===== config.mk =====
export PLATFORM = sky130hd
export DESIGN_NAME = puf_challenge_ctrl
export DESIGN_NICKNAME = d
export VERILOG_FILES = /design/src/rtl/puf_challenge_ctrl.sv
export SDC_FILE = /design/constraint.sdc
export NUM_CORES = 1
export LEC_CHECK = 0
export CAP_MARGIN = 10
export CORE_MARGIN = 2
export CORE_UTILIZATION = 40
export DETAILED_ROUTE_END_ITERATION = 7
export GPL_TIMING_DRIVEN = 0
export PLACE_DENSITY = 0.82
export SETUP_SLACK_MARGIN = 0.2
export SKIP_CTS_REPAIR_TIMING = 1
export SLEW_MARGIN = 20
export SYNTH_ARGS = -nofsm -noshare
export SYNTH_HDL_FRONTEND = slang
export SYNTH_SLANG_ARGS = --single-unit

===== constraint.sdc =====
create_clock -name clk -period 2.45 [get_ports clk]
set_clock_uncertainty 0.05 [all_clocks]
set_input_delay 0.735 -clock clk [delete_from_list [all_inputs] [get_ports clk]]
set_output_delay 0.735 -clock clk [all_outputs]
set_load 0.05 [all_outputs]

===== src/rtl/puf_challenge_ctrl.sv =====
// Arbiter-PUF challenge sequencer: N_EVAL x (SETUP, LAUNCH, SAMPLE), majority vote, N_EVAL*(2*SETTLE_CYCLES+3) cycles per challenge.
// chal_ready only in IDLE (no queuing); the result is held in DONE with resp_valid until resp_ready.
module puf_challenge_ctrl #(
  parameter int N_STAGES      = 64,
  parameter int SETTLE_CYCLES = 8,
  parameter int N_EVAL        = 15,
  parameter int CNT_W         = $clog2(N_EVAL + 1)
) (
  input  logic                clk,
  input  logic                rst_n,
  input  logic                chal_valid,
  output logic                chal_ready,
  input  logic [N_STAGES-1:0] chal_data,
  output logic [N_STAGES-1:0] puf_chal,
  output logic                puf_launch,
  input  logic                puf_resp,
  output logic                resp_valid,
  input  logic                resp_ready,
  output logic                resp_bit,
  output logic [CNT_W-1:0]    resp_ones,
  output logic                busy
);

  localparam int PH_W = $clog2(SETTLE_CYCLES + 2);
  localparam logic [PH_W-1:0]  SETUP_LAST  = PH_W'(SETTLE_CYCLES - 1);
  localparam logic [PH_W-1:0]  LAUNCH_LAST = PH_W'(SETTLE_CYCLES + 1);
  localparam logic [CNT_W-1:0] EVAL_LAST   = CNT_W'(N_EVAL);
  localparam logic [CNT_W-1:0] HALF        = CNT_W'(N_EVAL / 2);

  typedef enum logic [2:0] {
    IDLE,
    SETUP,
    LAUNCH,
    SAMPLE,
    DONE
  } state_e;

  state_e              state_q;
  logic [PH_W-1:0]     phase_q;
  logic [CNT_W-1:0]    eval_q;
  logic [CNT_W-1:0]    ones_q;
  logic [N_STAGES-1:0] puf_chal_q;
  logic                puf_launch_q;
  logic                resp_valid_q;
  logic                resp_bit_q;
  logic [CNT_W-1:0]    resp_ones_q;
  logic                resp_meta_q;
  logic                resp_s_q;

  logic [CNT_W-1:0]    eval_d;
  logic [CNT_W-1:0]    ones_d;

  // The arbiter output is asynchronous to clk; only resp_s_q is used downstream.
  always_ff @(posedge clk or negedge rst_n) begin
    if (!rst_n) begin
      resp_meta_q <= 1'b0;
      resp_s_q    <= 1'b0;
    end else begin
      resp_meta_q <= puf_resp;
      resp_s_q    <= resp_meta_q;
    end
  end

  assign eval_d = eval_q + CNT_W'(1);
  assign ones_d = ones_q + CNT_W'(resp_s_q);

  always_ff @(posedge clk or negedge rst_n) begin
    if (!rst_n) begin
      state_q      <= IDLE;
      phase_q      <= '0;
      eval_q       <= '0;
      ones_q       <= '0;
      puf_chal_q   <= '0;
      puf_launch_q <= 1'b0;
      resp_valid_q <= 1'b0;
      resp_bit_q   <= 1'b0;
      resp_ones_q  <= '0;
    end else begin
      case (state_q)
        IDLE: begin
          if (chal_valid) begin
            puf_chal_q <= chal_data;
            eval_q     <= '0;
            ones_q     <= '0;
            phase_q    <= '0;
            state_q    <= SETUP;
          end
        end
        SETUP: begin
          if (phase_q == SETUP_LAST) begin
            phase_q      <= '0;
            puf_launch_q <= 1'b1;
            state_q      <= LAUNCH;
          end else begin
            phase_q <= phase_q + PH_W'(1);
          end
        end
        LAUNCH: begin
          // Two extra cycles cover the synchronizer after the chain settles.
          if (phase_q == LAUNCH_LAST) begin
            phase_q <= '0;
            state_q <= SAMPLE;
          end else begin
            phase_q <= phase_q + PH_W'(1);
          end
        end
        SAMPLE: begin
          ones_q       <= ones_d;
          eval_q       <= eval_d;
          puf_launch_q <= 1'b0;
          if (eval_d == EVAL_LAST) begin
            resp_valid_q <= 1'b1;
            resp_ones_q  <= ones_d;
            resp_bit_q   <= (ones_d > HALF);
            state_q      <= DONE;
          end else begin
            state_q <= SETUP;
          end
        end
        DONE: begin
          if (resp_ready) begin
            resp_valid_q <= 1'b0;
            state_q      <= IDLE;
          end
        end
        default: begin
          puf_launch_q <= 1'b0;
          resp_valid_q <= 1'b0;
          state_q      <= IDLE;
        end
      endcase
    end
  end

  assign chal_ready = (state_q == IDLE);
  assign busy       = (state_q != IDLE);
  assign puf_chal   = puf_chal_q;
  assign puf_launch = puf_launch_q;
  assign resp_valid = resp_valid_q;
  assign resp_bit   = resp_bit_q;
  assign resp_ones  = resp_ones_q;

endmodule

* After elaboration in Yosys (flattened, before gate mapping)
Index checks and enable logic that the tools add are counted.
Widths: inputs -> output; s select.
** Storage, ports and cells
- Output and inout bits :: 73
- Logic and storage cells :: 59
- Register bits :: 88
- Input port bits :: 69
** Cells by class
- Add/subtract/negate cells :: 3
- $lt $le $gt $ge :: 1
- Reductions and logical operators :: 13
- Equality and inequality tests :: 12
- Bitwise gates (word level) :: 2
- Mux-type cells :: 17
** Operator list (count)
- $pmux 4 s2 :: 2
- $mux 3 :: 5
- $pmux 3 s5 :: 1
- $mux 4 :: 3
- $pmux 4 s3 :: 1
- $ne 2x2->1 const B :: 5
- $reduce_and 2->1 :: 5
- $add 4x1->4 const B :: 2
- $eq 4x4->1 const B :: 2
- $eq 3x2->1 const B :: 2
- $reduce_bool 3->1 :: 2
- $reduce_or 3->1 :: 2
- $add 4x1->4 :: 1
- $eq 4x3->1 const B :: 1
- $gt 4x3->1 const B :: 1
- $reduce_and 4->1 :: 1
- $eq 3x1->1 const B :: 1
- $eq 3x3->1 const B :: 1
- $logic_not 3->1 :: 1
- $mux 1 :: 3
- $pmux 1 s3 :: 1
- $reduce_and 3->1 :: 1
- $not 1->1 :: 2
- $pmux 1 s2 :: 1
- $reduce_bool 2->1 :: 1

* Logic depth before layout (Yosys ltp)
- Word-level depth :: 4
- Gate-level depth with buffers :: 6
- Gate-level depth less buffers :: 6

* Worst setup path after synthesis
No wires, ideal clock.
- Kind :: register to output
- Start :: reg state_q[1]
- End :: out chal_ready
- Slack :: -0.038 ns
- Path buffers :: 2
- Required time :: 1.665 ns
- Arrival :: 1.703 ns
- Stages on the path, launching flop included :: 5
- Path through :: dfrtp_1 -> buf_2 -> clkbuf_1 -> or3_2 -> inv_1
** On the way
- Longest elaborated chain between the ends :: 1
** Ends and longest elaborated chain
- start: declaration :: RTL line 38 : state_e state_q;
- start signal: assignment :: RTL line 69 : state_q <= IDLE;
- start signal: assignment :: RTL line 86 : state_q <= SETUP;
- start signal: assignment :: RTL line 93 : state_q <= LAUNCH;
- $logic_not 3->1 :: RTL line 135 : assign chal_ready = (state_q == IDLE);
- end: declaration :: RTL line 12 : output logic chal_ready,
No other way between the ends.

* Final worst setup path
- Start :: reg state_q[1]
- End :: out busy
** On the way
- Longest elaborated chain between the ends :: 1
** Ends and longest elaborated chain
- $reduce_bool 3->1 :: RTL line 136 : assign busy = (state_q != IDLE);
- end: declaration :: RTL line 21 : output logic busy
No other way between the ends.

==> run summary <==
The total negative slack came out at 0 ns. The delay of the slowest cell on the worst path is 0.39 ns. Setup repair after global routing could not meet its margin everywhere. Derived from the worst setup path, the maximum achievable clock frequency is 421.1 MHz.

Synthesis produced a netlist with a net count of 331. The repair_antennas step left the layout with diodes totalling 0. The worst slew margin relative to its limit came out at 63.23%.

The signal arrival time at the worst endpoint is 1.59 ns. The die is 99.31 µm tall. The initial core utilization is 41.46%.

Traced cell by cell, the critical path runs through buf_6, buf_8, or3_4, buf_2. The clock net sink count is 88. The count of maximum capacitance violations came out at 0. The violation count after the first detailed-routing iteration came out at 67. The sort of element at the end of the critical path is an output port. The via count of the first global-routing pass is 2,764. The total placed cells including tap cells is 506. The sequential cell area fraction in the yosys report came out at 60.61%. The root cell of the clock tree is clkbuf_8. The number of vias after detailed routing is 2,608. Row generation in the floorplan step produced 34 rows.

The initial antenna violation count came to 0. The placeable core region came out at 8763 µm². The number of nets in the layout is 491. The post-detailed-route via-to-cell ratio is 4.930. The share of the clock period used by the worst path after layout is 96.93%. The share of async-settable or async-resettable flops after synthesis is 100.0%. The overall die width is 99.31 µm. For this run, design rule violations remaining after detail routing come to 0.

The full die area came out at 9862 µm². TritonCTS built the clock tree. The netlist area before placement came out at 3633 µm². The half-perimeter wire length after detailed placement came out at 6.009 mm. The peak fanout along the critical path is 6.

The most used flip-flop cell after synthesis is dfrtp_1. The number of cells in the finished layout apart from fillers is 529. The worst supply voltage drop on vdd is 0.0008090 V. For the worst-skew pair, the clock arrives at the later sink with an insertion delay of 0.34 ns. The number of enable-type register cells in the synthesized netlist is 0. The analysis attributes to cell leakage a power of 3.121 nW. In this run the count of I/O pins placed on the die edge is 142. The final max-slew violation count was 0.

The data required time at the worst endpoint came out at 1.66 ns. The clock buffer count from CTS is 9. The mean post-synth cell area came out at 14.19 µm². The transition at the pin with the smallest max-transition slack came out at 0.5506 ns. The total power draw is 8.299 mW. The share of total power consumed by net switching is 45.52%. In this run, flip-flops and latches consume 29.5% of the power. The synthesized netlist cell count is 256. The relative contribution of the clock network to total power came out at 13.4%.

Input and output buffers added on the ports amount to 141. The count of unique library cells instantiated by Yosys is 38. The flip-flop and latch count after synthesis came out at 88. The number of levels in the clock H-tree came out at 3. The kind of launch point of the worst setup path is a register. After global routing the overflow that remains totals 0.

The power per standard cell area came out at 1459 nW/µm². The buffer depth of the longest clock path is 2. The wire length per cell came out at 16.24 µm. Combinational logic burns 57.2% of the power. Setup violations remaining at the end of the flow were counted as 0. The post-route netlist has 26.84% of its cells at a drive strength greater than 1.

The net switching power is 3.778 mW. Relative to the synthesized area, the layout overhead comes to 56.54%. The worst hold path class is reg2reg.

The number of nets still failing antenna checks after routing is 0. The first-pass iteration count of the detailed router came out at 4. The last weighted congestion value of the routability-driven placer came out at 0.7863. The internal portion of total power came out at 4.521 mW. The critical path is of the reg2out type.

The wire length reported by the detailed router is 8.590 mm. Entering global routing, the biggest net connects 49 pins. For this design, the slowest cell found on the critical path is dfrtp_1. The number of warnings issued by yosys is 0.

The run finished with clean final reports. The worst-case hold slack came out at 0.2945 ns. The wire length of the first global-routing pass is 13.42 mm. The smallest clock period supported by the final layout is computed as 2.375 ns. The number of hold violations in the final report was 0. The clock-pin slew of the registers on the worst-case setup and hold paths is 0.09 ns.

Fill cells in the final layout number 677. The total track usage came out at 17.20%.
==> power groups by stage <==
stage | clock network [mW] | registers [mW] | logic, mW
floorplan | 0 | 4.41 | 1.21
global placement | 0 | 2.46 | 4.64
detailed placement | 0 | 2.51 | 4.71
CTS | 1.15 | 2.48 | 4.73
global route | 1.19 | 2.55 | 4.96
finish | 1.11 | 2.45 | 4.75
==> final cells by class <==
| cell class | instances | area [µm²] | area share (%) |
|---|---|---|---|
| Multi-Input combinational cell | 150 | 1345 | 23.65 |
| Clock buffer | 12 | 145.1 | 2.552 |
| Tap cell | 108 | 135.1 | 2.376 |
| Buffer | 12 | 90.09 | 1.584 |
| Inverter | 6 | 26.28 | 0.4619 |
| Sequential cell | 88 | 2203 | 38.74 |
| Clock inverter | 4 | 76.32 | 1.342 |
| Timing Repair Buffer | 149 | 1667 | 29.30 |
==> synthesized netlist by cell type, drive strengths merged, types with 4 or more instances <==
| library cell | number | area [µm²] |
|---|---|---|
| o21ai | 14 | 70.07 |
| nand3b | 4 | 30.03 |
| ha | 6 | 75.07 |
| dfrtp | 88 | 2202 |
| a21oi | 4 | 31.28 |
| buf | 9 | 56.30 |
| o31ai | 4 | 30.03 |
| inv | 6 | 22.52 |
| mux2 | 67 | 754.5 |
| nand2 | 12 | 45.04 |
| nor2 | 5 | 18.77 |
==> cell usage in the layout (no fill, tap or decap), drive strengths merged <==
cell type,count
and2,1
nand3,2
clkbuf,13
nand2,12
o21a,1
a21bo,1
nor4,1
nor3,1
nand2b,1
a31oi,1
a32oi,1
nor4b,1
dfrtp,88
o31ai,4
mux2i,3
o31a,1
or3,1
nor2b,2
o22ai,3
and3b,1
bufinv,2
and3,2
buf,22
clkdlybuf4s50,67
xor2,2
clkinvlp,2
nor3b,3
a21o,2
nor2,5
a21oi,4
o21ai,14
o2bb2ai,1
nand4b,2
mux2,67
inv,6
nand3b,4
dlymetal6s2s,71
ha,6
==> kinds of logic (layout without fill, tap and decap cells) <==
group,Yosys count,in the layout,share of synthesized area (%)
adders and majority gates,6,6,2.066
xor gates and xnor gates,2,2,0.4822
and+or+nand+nor,39,39,6.853
DFF,88,88,60.61
buffers and inverters,18,183,2.479
muxes,70,70,21.59
AOI/OAI and AO/OA,33,33,5.923
==> final timing paths <==
check | start | end | slack (ns) | cells after the start
setup / recovery | state_q[1] | busy | 0.08 | 4
hold / removal | resp_meta_q | resp_s_q | 0.29 | 0
setup reg to reg | state_q[1] | puf_chal[47] | 0.43 | 7
hold reg to reg | resp_meta_q | resp_s_q | 0.29 | 0
max in group asynchronous | rst_n | puf_chal[51] | 1.40 | 2
min in group asynchronous | rst_n | state_q[2] | 0.32 | 1
==> critical path, delay by kind of cell, from the launching register on <==
family / cells / cell delay, ns
buf+inv: 3 / 0.46
flops: 1 / 0.39
simple gates: 1 / 0.39
==> flip-flops by register name, indices dropped and copies added (netlist names) <==
signal / flops
eval_q: 4
puf_launch: 1
resp_meta_q: 1
puf_chal: 64
resp_s_q: 1
state_q: 3
phase_q: 4
resp_ones: 4
resp_valid: 1
ones_q: 4
resp_bit: 1
==> per-layer routing <==
layer / up-vias / routed length [µm] / share of wire [%] / global-route usage (%)
met5: - / 0 / 0 / 0
met4: 0 / 67 / 0.78 / 5.479
met3: 4 / 565 / 6.6 / 5.200
met2: 92 / 4524 / 53 / 29.16
met1: 1280 / 3433 / 40 / 21.13
li1: 1232 / - / - / -
==> per-stage QoR <==
stage	util, %	setup slack (ns)	cell area (µm²)
2_1_floorplan	-	0.2515	3641
3_3_place_gp	59.19	-2.641	5187
3_5_place_dp	59.48	-0.3867	5213
4_1_cts	62.01	-0.7858	5434
5_1_grt	64.91	0.006446	5688
6_report	64.91	0.07521	5688
Note: power is estimated with default switching activity, not from simulation.
